`config.mk`:
```
export PLATFORM = sky130hd
export DESIGN_NAME = snake_dir_ctrl
export DESIGN_NICKNAME = d
export VERILOG_FILES = /design/src/rtl/snake_dir_ctrl.sv
export SDC_FILE = /design/constraint.sdc
export NUM_CORES = 1
export LEC_CHECK = 0
export ABC_CLOCK_PERIOD_IN_PS = 10010
export CAP_MARGIN = 25
export CORE_MARGIN = 2
export CORE_UTILIZATION = 60
export CTS_CLUSTER_SIZE = 12
export DETAILED_ROUTE_END_ITERATION = 7
export GPL_ROUTABILITY_DRIVEN = 0
export MAX_ROUTING_LAYER = met4
export PLACE_DENSITY = 0.84
export SLEW_MARGIN = 20
export SYNTH_ARGS = -nofsm -noshare
export SYNTH_HDL_FRONTEND = slang
export SYNTH_SLANG_ARGS = --single-unit
```
`constraint.sdc`:
```
create_clock -name clock -period 10.01 [get_ports clock]
set_input_delay 2.002 -clock clock [delete_from_list [all_inputs] [get_ports clock]]
set_output_delay 2.002 -clock clock [all_outputs]
set_load 0.05 [all_outputs]
```
`src/rtl/snake_dir_ctrl.sv`:
```
// Direction-input front end for the snake engine: synchronizes and debounces the
// buttons, filters illegal turns, queues up to two turns and issues the game tick.
module snake_dir_ctrl #(
    parameter int DEBOUNCE_CYCLES = 250000,
    parameter int TICK_CYCLES     = 5000000
) (
    input  logic       clock,
    input  logic       reset,
    input  logic       up,
    input  logic       right,
    input  logic       down,
    input  logic       left,
    input  logic       enable,
    output logic       tick,
    output logic [2:0] move,
    output logic [1:0] queue_count,
    output logic       dropped
);

    localparam int DW = $clog2(DEBOUNCE_CYCLES);
    localparam int TW = $clog2(TICK_CYCLES);
    localparam logic [DW-1:0] DEB_LAST  = DW'(DEBOUNCE_CYCLES - 1);
    localparam logic [TW-1:0] TICK_LAST = TW'(TICK_CYCLES - 1);
    localparam logic [2:0]    MOVE_IDLE = 3'd5;

    // Bit i of every button vector corresponds to move code i+1.
    logic [3:0] raw;
    assign raw = {left, down, right, up};

    logic [3:0]    sync1_q, sync2_q;
    logic [3:0]    stable_q, stable_d;
    logic [3:0]    prev_q;
    logic [DW-1:0] deb_cnt_q [4];
    logic [DW-1:0] deb_cnt_d [4];

    logic [TW-1:0] tick_cnt_q, tick_cnt_d;
    logic          tick_q, tick_d;
    logic [2:0]    move_q, move_d;
    logic          dropped_q, dropped_d;
    logic [2:0]    mem_q [2];
    logic [2:0]    mem_d [2];
    logic          wr_ptr_q, wr_ptr_d;
    logic          rd_ptr_q, rd_ptr_d;
    logic [1:0]    count_q, count_d;

    always_comb begin
        for (int i = 0; i < 4; i++) begin
            stable_d[i]  = stable_q[i];
            deb_cnt_d[i] = '0;
            if (sync2_q[i] != stable_q[i]) begin
                if (deb_cnt_q[i] == DEB_LAST) begin
                    stable_d[i] = ~stable_q[i];
                end else begin
                    deb_cnt_d[i] = deb_cnt_q[i] + DW'(1);
                end
            end
        end
    end

    logic [3:0] press;
    logic [2:0] cand;
    logic       losers;

    always_comb begin
        press  = stable_q & ~prev_q;
        cand   = 3'd0;
        losers = 1'b0;
        for (int i = 0; i < 4; i++) begin
            if (press[i]) begin
                if (cand == 3'd0) begin
                    cand = 3'(i + 1);
                end else begin
                    losers = 1'b1;
                end
            end
        end
    end

    logic [2:0] ref_dir;
    logic [3:0] diff;
    logic       wrap, pop, legal, room, push;

    // The reference is the pre-pop tail, so a turn arriving on a tick edge is
    // judged against what was queued last, not against the move being issued.
    always_comb begin
        ref_dir = (count_q != 2'd0) ? mem_q[~wr_ptr_q] : move_q;
        diff    = {1'b0, cand} - {1'b0, ref_dir};
        wrap    = enable && (tick_cnt_q == TICK_LAST);
        pop     = wrap && (count_q != 2'd0);
        legal   = (ref_dir == MOVE_IDLE) ||
                  ((cand != ref_dir) && (diff != 4'd2) && (diff != 4'he));
        room    = (count_q != 2'd2) || pop;
        push    = enable && (cand != 3'd0) && legal && room;
    end

    always_comb begin
        tick_cnt_d = '0;
        tick_d     = 1'b0;
        move_d     = move_q;
        dropped_d  = 1'b0;
        mem_d      = mem_q;
        wr_ptr_d   = 1'b0;
        rd_ptr_d   = 1'b0;
        count_d    = 2'd0;
        if (enable) begin
            tick_cnt_d = wrap ? '0 : tick_cnt_q + TW'(1);
            tick_d     = wrap;
            dropped_d  = losers || ((cand != 3'd0) && !(legal && room));
            wr_ptr_d   = wr_ptr_q;
            rd_ptr_d   = rd_ptr_q;
            if (pop) begin
                move_d   = mem_q[rd_ptr_q];
                rd_ptr_d = ~rd_ptr_q;
            end
            if (push) begin
                mem_d[wr_ptr_q] = cand;
                wr_ptr_d        = ~wr_ptr_q;
            end
            count_d = count_q + 2'(push) - 2'(pop);
        end
    end

    always_ff @(posedge clock or posedge reset) begin
        if (reset) begin
            sync1_q    <= '0;
            sync2_q    <= '0;
            stable_q   <= '0;
            prev_q     <= '0;
            for (int i = 0; i < 4; i++) deb_cnt_q[i] <= '0;
            tick_cnt_q <= '0;
            tick_q     <= 1'b0;
            move_q     <= MOVE_IDLE;
            dropped_q  <= 1'b0;
            for (int i = 0; i < 2; i++) mem_q[i] <= '0;
            wr_ptr_q   <= 1'b0;
            rd_ptr_q   <= 1'b0;
            count_q    <= 2'd0;
        end else begin
            sync1_q    <= raw;
            sync2_q    <= sync1_q;
            stable_q   <= stable_d;
            prev_q     <= stable_q;
            for (int i = 0; i < 4; i++) deb_cnt_q[i] <= deb_cnt_d[i];
            tick_cnt_q <= tick_cnt_d;
            tick_q     <= tick_d;
            move_q     <= move_d;
            dropped_q  <= dropped_d;
            for (int i = 0; i < 2; i++) mem_q[i] <= mem_d[i];
            wr_ptr_q   <= wr_ptr_d;
            rd_ptr_q   <= rd_ptr_d;
            count_q    <= count_d;
        end
    end

    assign tick        = tick_q;
    assign move        = move_q;
    assign queue_count = count_q;
    assign dropped     = dropped_q;

endmodule

```
==> flow_metrics.py, run 1 <==
metrics = {
    "global_routing": {
        "grt_pass1_vias": 4173,
        "grt_max_degree": 69,
        "grtUsageTotal_pct": 23.2,
        "grt_pass1_wl_um": 19600,
        "gr-total-overflow": 0,
        "antenna_found_initial": 0,
    },
    "run": {
        "cap_violations": 0,
    },
    "detailed_routing": {
        "drt-initial-drc-count": 194,
        "drcViolationCount": 0,
        "routed_wl_um": 11100,
        "ant_nets": 0,
        "vias_per_cell": 5.58,
        "first_pass_iters": 4,
        "num_vias": 4096,
        "wl_per_cell_um": 15.1,
    },
    "synth": {
        "netlist_instances": 568,
        "yosysSeqAreaShare_pct": 52.5,
        "ys_warn_count": 0,
        "yosysUniqueCellTypes": 48,
        "synth_area_per_cell_um2": 10.6,
        "synth_area_um2": 6010,
        "synth.top_cell.area_share_pct": 51.6,
        "synth_edf_count": 0,
        "synth_nets": 585,
        "synthTopCellsByArea": "dfrtp_1 52%, xor2_1 7.3%, nor2_1 6.7%, xnor2_1 6.0%, nand4_1 2.6%",
        "synthArstFlopShare_pct": 100,
        "ys_ff_latch": 126,
        "yosysTopAreaCell": "dfrtp_1",
        "ys.flop_type": "dfrtp_1",
    },
    "critical_path": {
        "startpoint": "enable",
        "criticalPathCategory": "in2reg",
        "r2r_slack_ns": 6.45,
        "slowest_delay_ns": 0.64,
        "path_common_cell": "ha_1",
        "worstPathArrival_ns": 4.86,
        "critPathTopFamily": "simple AND/OR/NAND/NOR gates",
        "end_kind": "flip-flop",
        "cp_max_fo": 8,
        "start_kind": "input port",
        "path_buf_inv": 2,
        "cp_slowest_cell": "clkdlybuf4s50_1",
        "cp_cell_sequence": "clkdlybuf4s50_1 > nor4b_4 > nand3_1 > or4_2 > nor2b_1 > ha_1 > inv_1 > ha_1 > xnor2_1 > and2_1",
        "r2r-start": "stable_q[3]",
        "cp_data_required_time_ns": 10.42,
    },
    "timing": {
        "min_period_ns": 4.45,
        "tightest_slew_ns": 0.815,
        "drv_slew": 0,
        "rsz0062_at_grt": "false",
        "setup_tns_ns": 0,
        "hold_viol": 0,
        "maxSlewHeadroom_pct": 45.7,
        "fin_crit_sh_pct": 44.5,
        "max_freq_mhz": 225,
        "finClkSkew_ns": 0.00553,
        "setup_viol": 0,
    },
    "floorplanning": {
        "floorplan.initialDensity_pct": 61.8,
        "die_y_um": 104,
        "die_area_um2": 10800,
        "ios": 14,
        "core_area_um2": 9730,
        "num_rows": 36,
        "die_w_um": 104,
    },
    "clock_network": {
        "path_clk_slew_ns": 0.06,
        "post_cts_buffers": 0,
        "cts_tree": "done",
        "h-tree-depth": 4,
        "cts_made_buffers": 17,
        "clockBufferDepth": 2,
        "root_buffer": "clkbuf_8",
        "cts_hold_buffers": 0,
        "clk_latency_ns": 0.52,
        "clock_sinks": 126,
        "post_cts_resized": 0,
    },
    "placed_design": {
        "placed_area_um2": 6250,
        "place_hpwl_um": 7000,
        "placed_cells": 702,
        "io_buffer_count": 13,
    },
    "power": {
        "swShare_pct": 21.3,
        "p_leak_nw": 3.05,
        "cellPowerDensity_nw_per_um2": 174,
        "clkPwrFrac_pct": 54.2,
        "ir_drop_v": 0.000156,
        "pwr-share-seq_pct": 43.5,
        "p_comb_share_pct": 2.3,
        "switching_power_mw": 0.255,
        "p_int_mw": 0.942,
    },
    "final_layout": {
        "n_fill_cell": 713,
        "area_delta_synth_final_pct": 14.4,
        "regArea_um2": 3160,
        "final_cells": 734,
        "num-nets-final": 605,
        "layout_common_cells": "124 x dfrtp_1, 108 x nor2_1, 50 x xor2_1, 41 x xnor2_1, 30 x nand2_1",
        "drive_gt1_share_pct": 11.3,
        "multi_input_area_um2": 2730,
        "fin_area_um2": 6880,
        "final_common_cell": "dfrtp_1",
        "utilization_pct": 70.7,
        "num_antenna_cells": 0,
    },
    "run_status": {
        "status": "complete, no violations",
    },
    "hold_path": {
        "worstHoldStart": "sync1_q[2]",
        "hold_path.class": "reg2reg",
    },
}
[path summary, 6_finish.rpt]
kind,depth (start not counted),endpoint
max in group asynchronous,3,deb_cnt_q[36]
worst max register to register,12,queue_count[1]
worst min register to register,0,sync2_q[2]
worst max-delay path,10,queue_count[1]
worst min-delay path,0,sync2_q[2]
min in group asynchronous,2,deb_cnt_q[61]
[layout make-up]
type                            count  area share, %
Sequential cell                   126           45.9
Timing Repair Buffer               14           2.00
Clock inverter                     13           2.73
Tap cell                          133           2.42
Inverter                           15          0.855
Clock buffer                       19           6.42
Multi-Input combinational cell    414           39.7
[per-stage QoR]
step	total power, mW	hold WS (ns)	setup slack, ns
2_1_floorplan	0.549	0.331	4.66
4_1_cts	1.21	0.346	5.54
5_1_grt	1.24	0.350	5.39
3_3_place_gp	0.557	0.334	5.21
3_5_place_dp	0.559	0.340	5.06
6_report	1.20	0.347	5.56
[per-layer routing]
| layer | track usage (%) | vias up | share of wire (%) |
|---|---|---|---|
| li1 | - | 1979 | - |
| met2 | 37.5 | 47 | 52 |
| met1 | 29.0 | 2058 | 45 |
| met3 | 5.76 | 12 | 2.3 |
| met4 | 7.34 | 0 | 1.3 |
| met5 | - | - | 0 |
[power by group through the flow]
stage	clock (mW)	combinational [mW]	sequential, mW
final	0.649	0.0279	0.521
after detailed placement	0	0.0288	0.530
after global placement	0	0.0276	0.529
after floorplan	0	0.0205	0.529
after global routing	0.682	0.0332	0.522
after CTS	0.657	0.0293	0.521
[sequential cells by signal (all words and copies together) (netlist names)]
name	count
tick_cnt_q	23
wr_ptr_q	1
stable_q	4
deb_cnt_q	72
queue_count	2
sync2_q	4
tick	1
mem_q	6
dropped	1
prev_q	4
rd_ptr_q	1
sync1_q	4
move	3
[synthesized netlist by cell type (all sizes together) (4+ instances only)]
cell	number
mux2	17
nand3	29
a21oi	4
ha	10
xnor2	41
nand2	30
xor2	50
mux2i	5
and4	13
nor2	108
dfrtp	124
clkbuf	8
and3	15
nand2b	4
nor4b	6
and2	8
nand4	25
nor3	13
inv	15
nor4	7
buf	5
[logic make-up after synthesis]
group                    count (synthesis)  synth area share, %
AND/OR/NAND/NOR                        280                 24.6
flip-flops                             126                 52.5
AO/OA/AOI/OAI                           11                 1.17
multiplexers                            22                 4.33
XOR/XNOR                                91                 13.3
adder cells (fa/ha/maj)                 10                 2.08
buffers and inverters                   28                 2.06
[worst register-to-register path: stages (launching register included)]
cell and delay (ns):
dfrtp_1 0.39, or2b_2 0.33, nor3b_1 0.39, ha_1 0.33, or2_2 0.31, a21oi_1 0.17
a311oi_1 0.11, or3_2 0.55, ha_1 0.30, inv_1 0.05, ha_1 0.21, xnor2_1 0.13
and2_1 0.16
(Power assumes the default switching activity.)
==> run 2, diff against run 1 <==
--- a/config.mk
+++ b/config.mk
@@ -5,7 +5,7 @@
 export SDC_FILE = /design/constraint.sdc
 export NUM_CORES = 1
 export LEC_CHECK = 0
-export ABC_CLOCK_PERIOD_IN_PS = 10010
+export ABC_CLOCK_PERIOD_IN_PS = 4600
 export CAP_MARGIN = 25
 export CORE_MARGIN = 2
 export CORE_UTILIZATION = 60
==> constraint.sdc (replaced) <==
create_clock -name clock -period 4.6 [get_ports clock]
set_input_delay 0.92 -clock clock [delete_from_list [all_inputs] [get_ports clock]]
set_output_delay 0.92 -clock clock [all_outputs]
set_load 0.05 [all_outputs]
==> run 2 against run 1 <==
Effect of this change: worst setup slack worse by 4.5 ns; clock power grew 100%; global-route usage is essentially flat; register-to-register slack got worse by 5.4 ns; die area unchanged; non-clock buffer count grew 1; final cell count increased by 0.14%; critical path type is now reg2reg; largest power group unchanged.
==> flow_metrics.py, run 2 (synthesis gave the netlist of run 1 again) <==
metrics = {
    "final_layout": {
        "n_fill_cell": 700,
        "layout_common_cells": "124 x dfrtp_1, 108 x nor2_1, 50 x xor2_1, 41 x xnor2_1, 30 x nand2_1",
        "largest_reg_flops": 72,
        "area_delta_synth_final_pct": 13.9,
        "regMostFlops": "deb_cnt_q",
        "final_common_cell": "dfrtp_1",
        "drive_gt1_share_pct": 11.5,
        "reg_top3": "deb_cnt_q x72, tick_cnt_q x23, mem_q x6",
        "num_antenna_cells": 0,
        "num-nets-final": 606,
        "final_cells": 735,
    },
    "detailed_routing": {
        "wl_met3_um": 337,
        "wl_met1_um": 4910,
        "first_pass_iters": 4,
        "num_vias": 4145,
        "top_layer": "met4",
        "vias_per_cell": 5.64,
        "dr_wl_met2_um": 5650,
        "drt-initial-drc-count": 234,
        "drcViolationCount": 0,
        "ant_nets": 0,
        "wl_per_cell_um": 15.1,
        "routed_wl_um": 11100,
    },
    "run": {
        "cap_violations": 0,
    },
    "timing": {
        "finClkSkew_ns": 0.00707,
        "fin_hold_ws_ns": 0.350,
        "rsz0062_at_grt": "false",
        "drv_slew": 0,
        "max_freq_mhz": 282,
        "setup_ws_ns": 1.05,
        "min_period_ns": 3.55,
        "setup_viol": 0,
        "hold_viol": 0,
        "maxSlewHeadroom_pct": 50.2,
        "setup_tns_ns": 0,
        "fin_crit_sh_pct": 77.2,
        "tightest_slew_ns": 0.747,
    },
    "placed_design": {
        "placed_cells": 703,
        "pre_cts_ws_ns": 0.827,
        "place_hpwl_um": 7190,
        "io_buffer_count": 13,
    },
    "power": {
        "cellPowerDensity_nw_per_um2": 366,
        "p_leak_nw": 3.02,
        "total_power_mw": 2.51,
        "ir_drop_v": 0.000314,
    },
    "clock_network": {
        "path_clk_slew_ns": 0.06,
        "clk_latency_ns": 0.53,
        "clock_sinks": 126,
        "post_cts_buffers": 0,
        "cts_hold_buffers": 0,
        "cts_tree": "done",
        "post_cts_resized": 0,
        "root_buffer": "clkbuf_8",
        "h-tree-depth": 4,
        "clockBufferDepth": 2,
        "cts_made_buffers": 17,
    },
    "critical_path": {
        "worst_r2r_endpoint": "queue_count[1]",
        "critPathTopFamily": "simple AND/OR/NAND/NOR gates",
        "criticalPathCategory": "reg2reg",
        "cp_cell_sequence": "nand2b_1 > nand2_1 > nor3b_1 > ha_1 > or2_2 > a21oi_1 > a311oi_1 > or3_2 > ha_1 > inv_1 > ha_1 > xnor2_1 > and2_1",
        "slowest_delay_ns": 0.56,
        "worstPathArrival_ns": 3.97,
        "r2r_slack_ns": 1.05,
        "start_kind": "flip-flop",
        "path_common_cell": "ha_1",
        "worst-path-stages": 13,
        "path_buf_inv": 1,
        "r2r_cells": 13,
        "end_kind": "flip-flop",
        "cp_max_fo": 5,
        "crit_end": "queue_count[1]",
        "cp_data_required_time_ns": 5.02,
        "startpoint": "stable_q[1]",
        "cp_slowest_cell": "or3_2",
        "r2r-start": "stable_q[1]",
    },
    "global_routing": {
        "antenna_found_initial": 0,
        "grt_max_degree": 87,
        "grt_pass1_vias": 4229,
        "gr-total-overflow": 0,
        "grtUsageTotal_pct": 23.1,
        "grt_pass1_wl_um": 19500,
    },
    "floorplanning": {
        "die_w_um": 104,
        "die_y_um": 104,
        "core_area_um2": 9730,
        "die_area_um2": 10800,
        "floorplan.initialDensity_pct": 61.8,
        "ios": 14,
        "num_rows": 36,
    },
    "run_status": {
        "status": "complete, no violations",
    },
    "hold_path": {
        "worstHoldStart": "sync1_q[2]",
        "hold_path.class": "reg2reg",
    },
}
==> run 2: cell types whose count changed in the layout (fill, tap and decap cells not counted) <==
cell        delta
clkbuf_8       -1
clkinv_2       -2
buf_4          +1
bufinv_16      -2
inv_4          -1
clkinvlp_4     +2
inv_6          +4
==> run 2: worst min path at each step <==
| stage | endpoint | cells past startpoint | slack (ns) |
|---|---|---|---|
| 6_report | sync2_q[2] | 0 | 0.35 |
| 5_1_grt | sync2_q[2] | 0 | 0.36 |
| 4_1_cts | sync2_q[3] | 0 | 0.35 |
| 3_5_place_dp | sync2_q[1] | 0 | 0.34 |
| 3_3_place_gp | sync2_q[3] | 0 | 0.33 |
| 2_1_floorplan | sync2_q[0] | 0 | 0.33 |
==> run 2: per-stage QoR <==
step           utilization [%]  area [µm²]
2_1_floorplan                -        6010
3_3_place_gp              64.3        6260
3_5_place_dp              64.3        6260
4_1_cts                   70.4        6850
5_1_grt                   70.4        6850
6_report                  70.4        6850
==> run 2: final cells by class <==
type / count / area, µm² / share of cell area, %
well taps: 133 / 166 / 2.43
repair buffers: 15 / 145 / 2.12
clock buffers: 18 / 428 / 6.25
inverters: 15 / 61.3 / 0.895
multi-input cells: 414 / 2730 / 39.9
flip-flops and latches: 126 / 3160 / 46.1
clock inverters: 14 / 159 / 2.32
==> run 2: worst register-to-register path: cells and delay by family (launching register included) <==
kind,cells,cell delay [ns]
simple gates,6,1.78
fa+ha+maj,3,0.80
flops,1,0.43
compound gates,2,0.26
xor+xnor,1,0.13
buf+inv,1,0.04
==> run 2: report_power, final <==
group,total (mW),switching (mW),internal [mW]
Clock,1.31,0.520,0.793
Sequential,1.13,0.0106,1.12
Combinational,0.0619,0.0439,0.0180
Total,2.51,0.575,1.93
==> run 2: routing by layer <==
| metal | up-vias | track usage [%] |
|---|---|---|
| met3 | 24 | 5.64 |
| met4 | 0 | 9.65 |
| met2 | 63 | 36.6 |
| li1 | 1988 | - |
| met5 | - | - |
| met1 | 2070 | 28.7 |
==> run 3, diff against run 2 <==
--- a/config.mk
+++ b/config.mk
@@ -5,7 +5,7 @@
 export SDC_FILE = /design/constraint.sdc
 export NUM_CORES = 1
 export LEC_CHECK = 0
-export ABC_CLOCK_PERIOD_IN_PS = 4600
+export ABC_CLOCK_PERIOD_IN_PS = 3500
 export CAP_MARGIN = 25
 export CORE_MARGIN = 2
 export CORE_UTILIZATION = 60
==> constraint.sdc (replaced) <==
create_clock -name clock -period 3.5 [get_ports clock]
set_input_delay 0.7 -clock clock [delete_from_list [all_inputs] [get_ports clock]]
set_output_delay 0.7 -clock clock [all_outputs]
set_load 0.05 [all_outputs]
==> run 3 against run 2 <==
Effect of this change: global-route usage is 0.28 points lower; worst hold slack better by 0.0024 ns; clock power is 21% higher; fmax is 6.4% higher; critical path type unchanged; sequential power is 32% higher; critical path depth stayed put; via count is 0.31% lower; first-iteration DRC count is 8.5% lower; largest power group unchanged; clock skew is 0.00053 ns higher; design area is 0.15% higher; largest cell class unchanged; clock-buffer cell count is 7 higher.
==> flow_metrics.py, run 3 (synthesis gave the netlist of run 1 again) <==
metrics = {
    "detailed_routing": {
        "drt-initial-drc-count": 214,
        "routed_wl_um": 11100,
        "wl_per_cell_um": 15.0,
        "vias_per_cell": 5.60,
        "num_vias": 4132,
        "ant_nets": 0,
        "first_pass_iters": 5,
        "drcViolationCount": 0,
    },
    "final_layout": {
        "drive_gt1_share_pct": 11.4,
        "regArea_um2": 3160,
        "final_common_cell": "dfrtp_1",
        "layout_common_cells": "124 x dfrtp_1, 108 x nor2_1, 50 x xor2_1, 41 x xnor2_1, 30 x nand2_1",
        "regMostFlops": "deb_cnt_q",
        "area_delta_synth_final_pct": 14.1,
        "largest_reg_flops": 72,
        "n_fill_cell": 699,
        "reg_top3": "deb_cnt_q x72, tick_cnt_q x23, mem_q x6",
        "num_antenna_cells": 0,
        "num-nets-final": 610,
        "multi_input_area_um2": 2740,
    },
    "floorplanning": {
        "floorplan.initialDensity_pct": 61.8,
        "die_w_um": 104,
        "num_rows": 36,
        "die_area_um2": 10800,
        "core_area_um2": 9730,
        "ios": 14,
        "die_y_um": 104,
    },
    "global_routing": {
        "grt_pass1_vias": 4205,
        "grtUsageTotal_pct": 22.9,
        "grt_max_degree": 48,
        "grt_pass1_wl_um": 19400,
        "antenna_found_initial": 0,
        "gr-total-overflow": 0,
    },
    "clock_network": {
        "cts_made_buffers": 17,
        "root_buffer": "clkbuf_8",
        "cts_tree": "done",
        "clock_sinks": 126,
        "h-tree-depth": 4,
        "path_clk_slew_ns": 0.06,
        "clockBufferDepth": 2,
        "clk_latency_ns": 0.52,
        "cts_hold_buffers": 0,
    },
    "timing": {
        "fin_crit_sh_pct": 95.4,
        "max_freq_mhz": 300,
        "hold_viol": 0,
        "finClkSkew_ns": 0.00759,
        "rsz0062_at_grt": "false",
        "drv_slew": 0,
        "setup_viol": 0,
        "min_period_ns": 3.34,
        "tightest_slew_ns": 0.809,
        "maxSlewHeadroom_pct": 45.9,
        "setup_tns_ns": 0,
    },
    "placed_design": {
        "place_hpwl_um": 7240,
        "io_buffer_count": 13,
    },
    "critical_path": {
        "cp_data_required_time_ns": 3.90,
        "start_kind": "flip-flop",
        "r2r_cells": 13,
        "path_common_cell": "ha_1",
        "r2r-start": "stable_q[2]",
        "cp_cell_sequence": "or2b_2 > nand2_1 > nor3b_2 > ha_1 > or2_2 > a21oi_1 > a311oi_1 > or3_2 > ha_1 > inv_1 > ha_1 > xnor2_1 > and2_1",
        "startpoint": "stable_q[2]",
        "end_kind": "flip-flop",
        "criticalPathCategory": "reg2reg",
        "worstPathArrival_ns": 3.74,
        "cp_max_fo": 5,
        "cp_slowest_cell": "or3_2",
        "slowest_delay_ns": 0.55,
    },
    "power": {
        "total_power_mw": 3.15,
        "p_leak_nw": 3.04,
        "cellPowerDensity_nw_per_um2": 460,
        "ir_drop_v": 0.000353,
    },
    "hold_path": {
        "hold_path_depth": 0,
        "hold_path.class": "reg2reg",
        "worstHoldStart": "sync1_q[2]",
    },
    "run_status": {
        "status": "complete, no violations",
    },
    "run": {
        "cap_violations": 0,
    },
}
## run 3: layout make-up
| class | count | area share [%] |
|---|---|---|
| clock inverter | 6 | 0.876 |
| tap | 133 | 2.43 |
| inverter | 15 | 0.876 |
| clock buffer | 25 | 6.91 |
| multi-input combinational | 414 | 40.0 |
| timing repair buffer | 19 | 2.92 |
| sequential | 126 | 46.0 |
## run 3: power by group
part | internal (mW) | total (mW) | switching (mW)
sequential | 1.48 | 1.49 | 0.0140
combinational | 0.0281 | 0.0874 | 0.0593
clock | 0.989 | 1.58 | 0.586
## run 3: stage by stage
stage / std cells / setup slack, ns / util (%) / hold slack, ns / cell area, µm²
after floorplan: 568 / 0.187 / - / 0.331 / 6020
after global placement: 707 / 0.259 / 64.9 / 0.340 / 6310
after detailed placement: 707 / 0.100 / 64.9 / 0.336 / 6310
after CTS: 738 / 0.0475 / 70.4 / 0.356 / 6850
after global routing: 738 / 0.00365 / 70.5 / 0.361 / 6860
final: 738 / 0.163 / 70.5 / 0.353 / 6860
## run 3: routing by layer
layer  vias to the layer above  track usage [%]  share of wire, %
met4                         0             8.30               1.6
met3                        17             5.95               3.6
met1                      2046             28.8                45
met5                         -                -                 0
met2                        83             36.1                50
li1                       1986                -                 -
## run 3: repair_timing
action | CTS | global route
setup buffers | 0 | 0
gates resized for setup | 0 | 2
endpoints found under the setup margin | 0 | 2
## run 3: worst paths after layout
check	to	slack [ns]
setup / recovery	queue_count[1]	0.16
min in group asynchronous	deb_cnt_q[56]	0.68
max in group asynchronous	move[0]	2.09
hold reg to reg	sync2_q[2]	0.35
setup reg to reg	queue_count[1]	0.16
hold / removal	sync2_q[2]	0.35
## run 3: worst max-delay path, delay by kind of cell (launching register included)
kind                     cells  cell delay [ns]
AO/OA/AOI/OAI                2             0.27
XOR/XNOR                     1             0.12
adder cells (fa/ha/maj)      3             0.76
buffers and inverters        1             0.04
flip-flops                   1             0.41
AND/OR/NAND/NOR              6             1.62
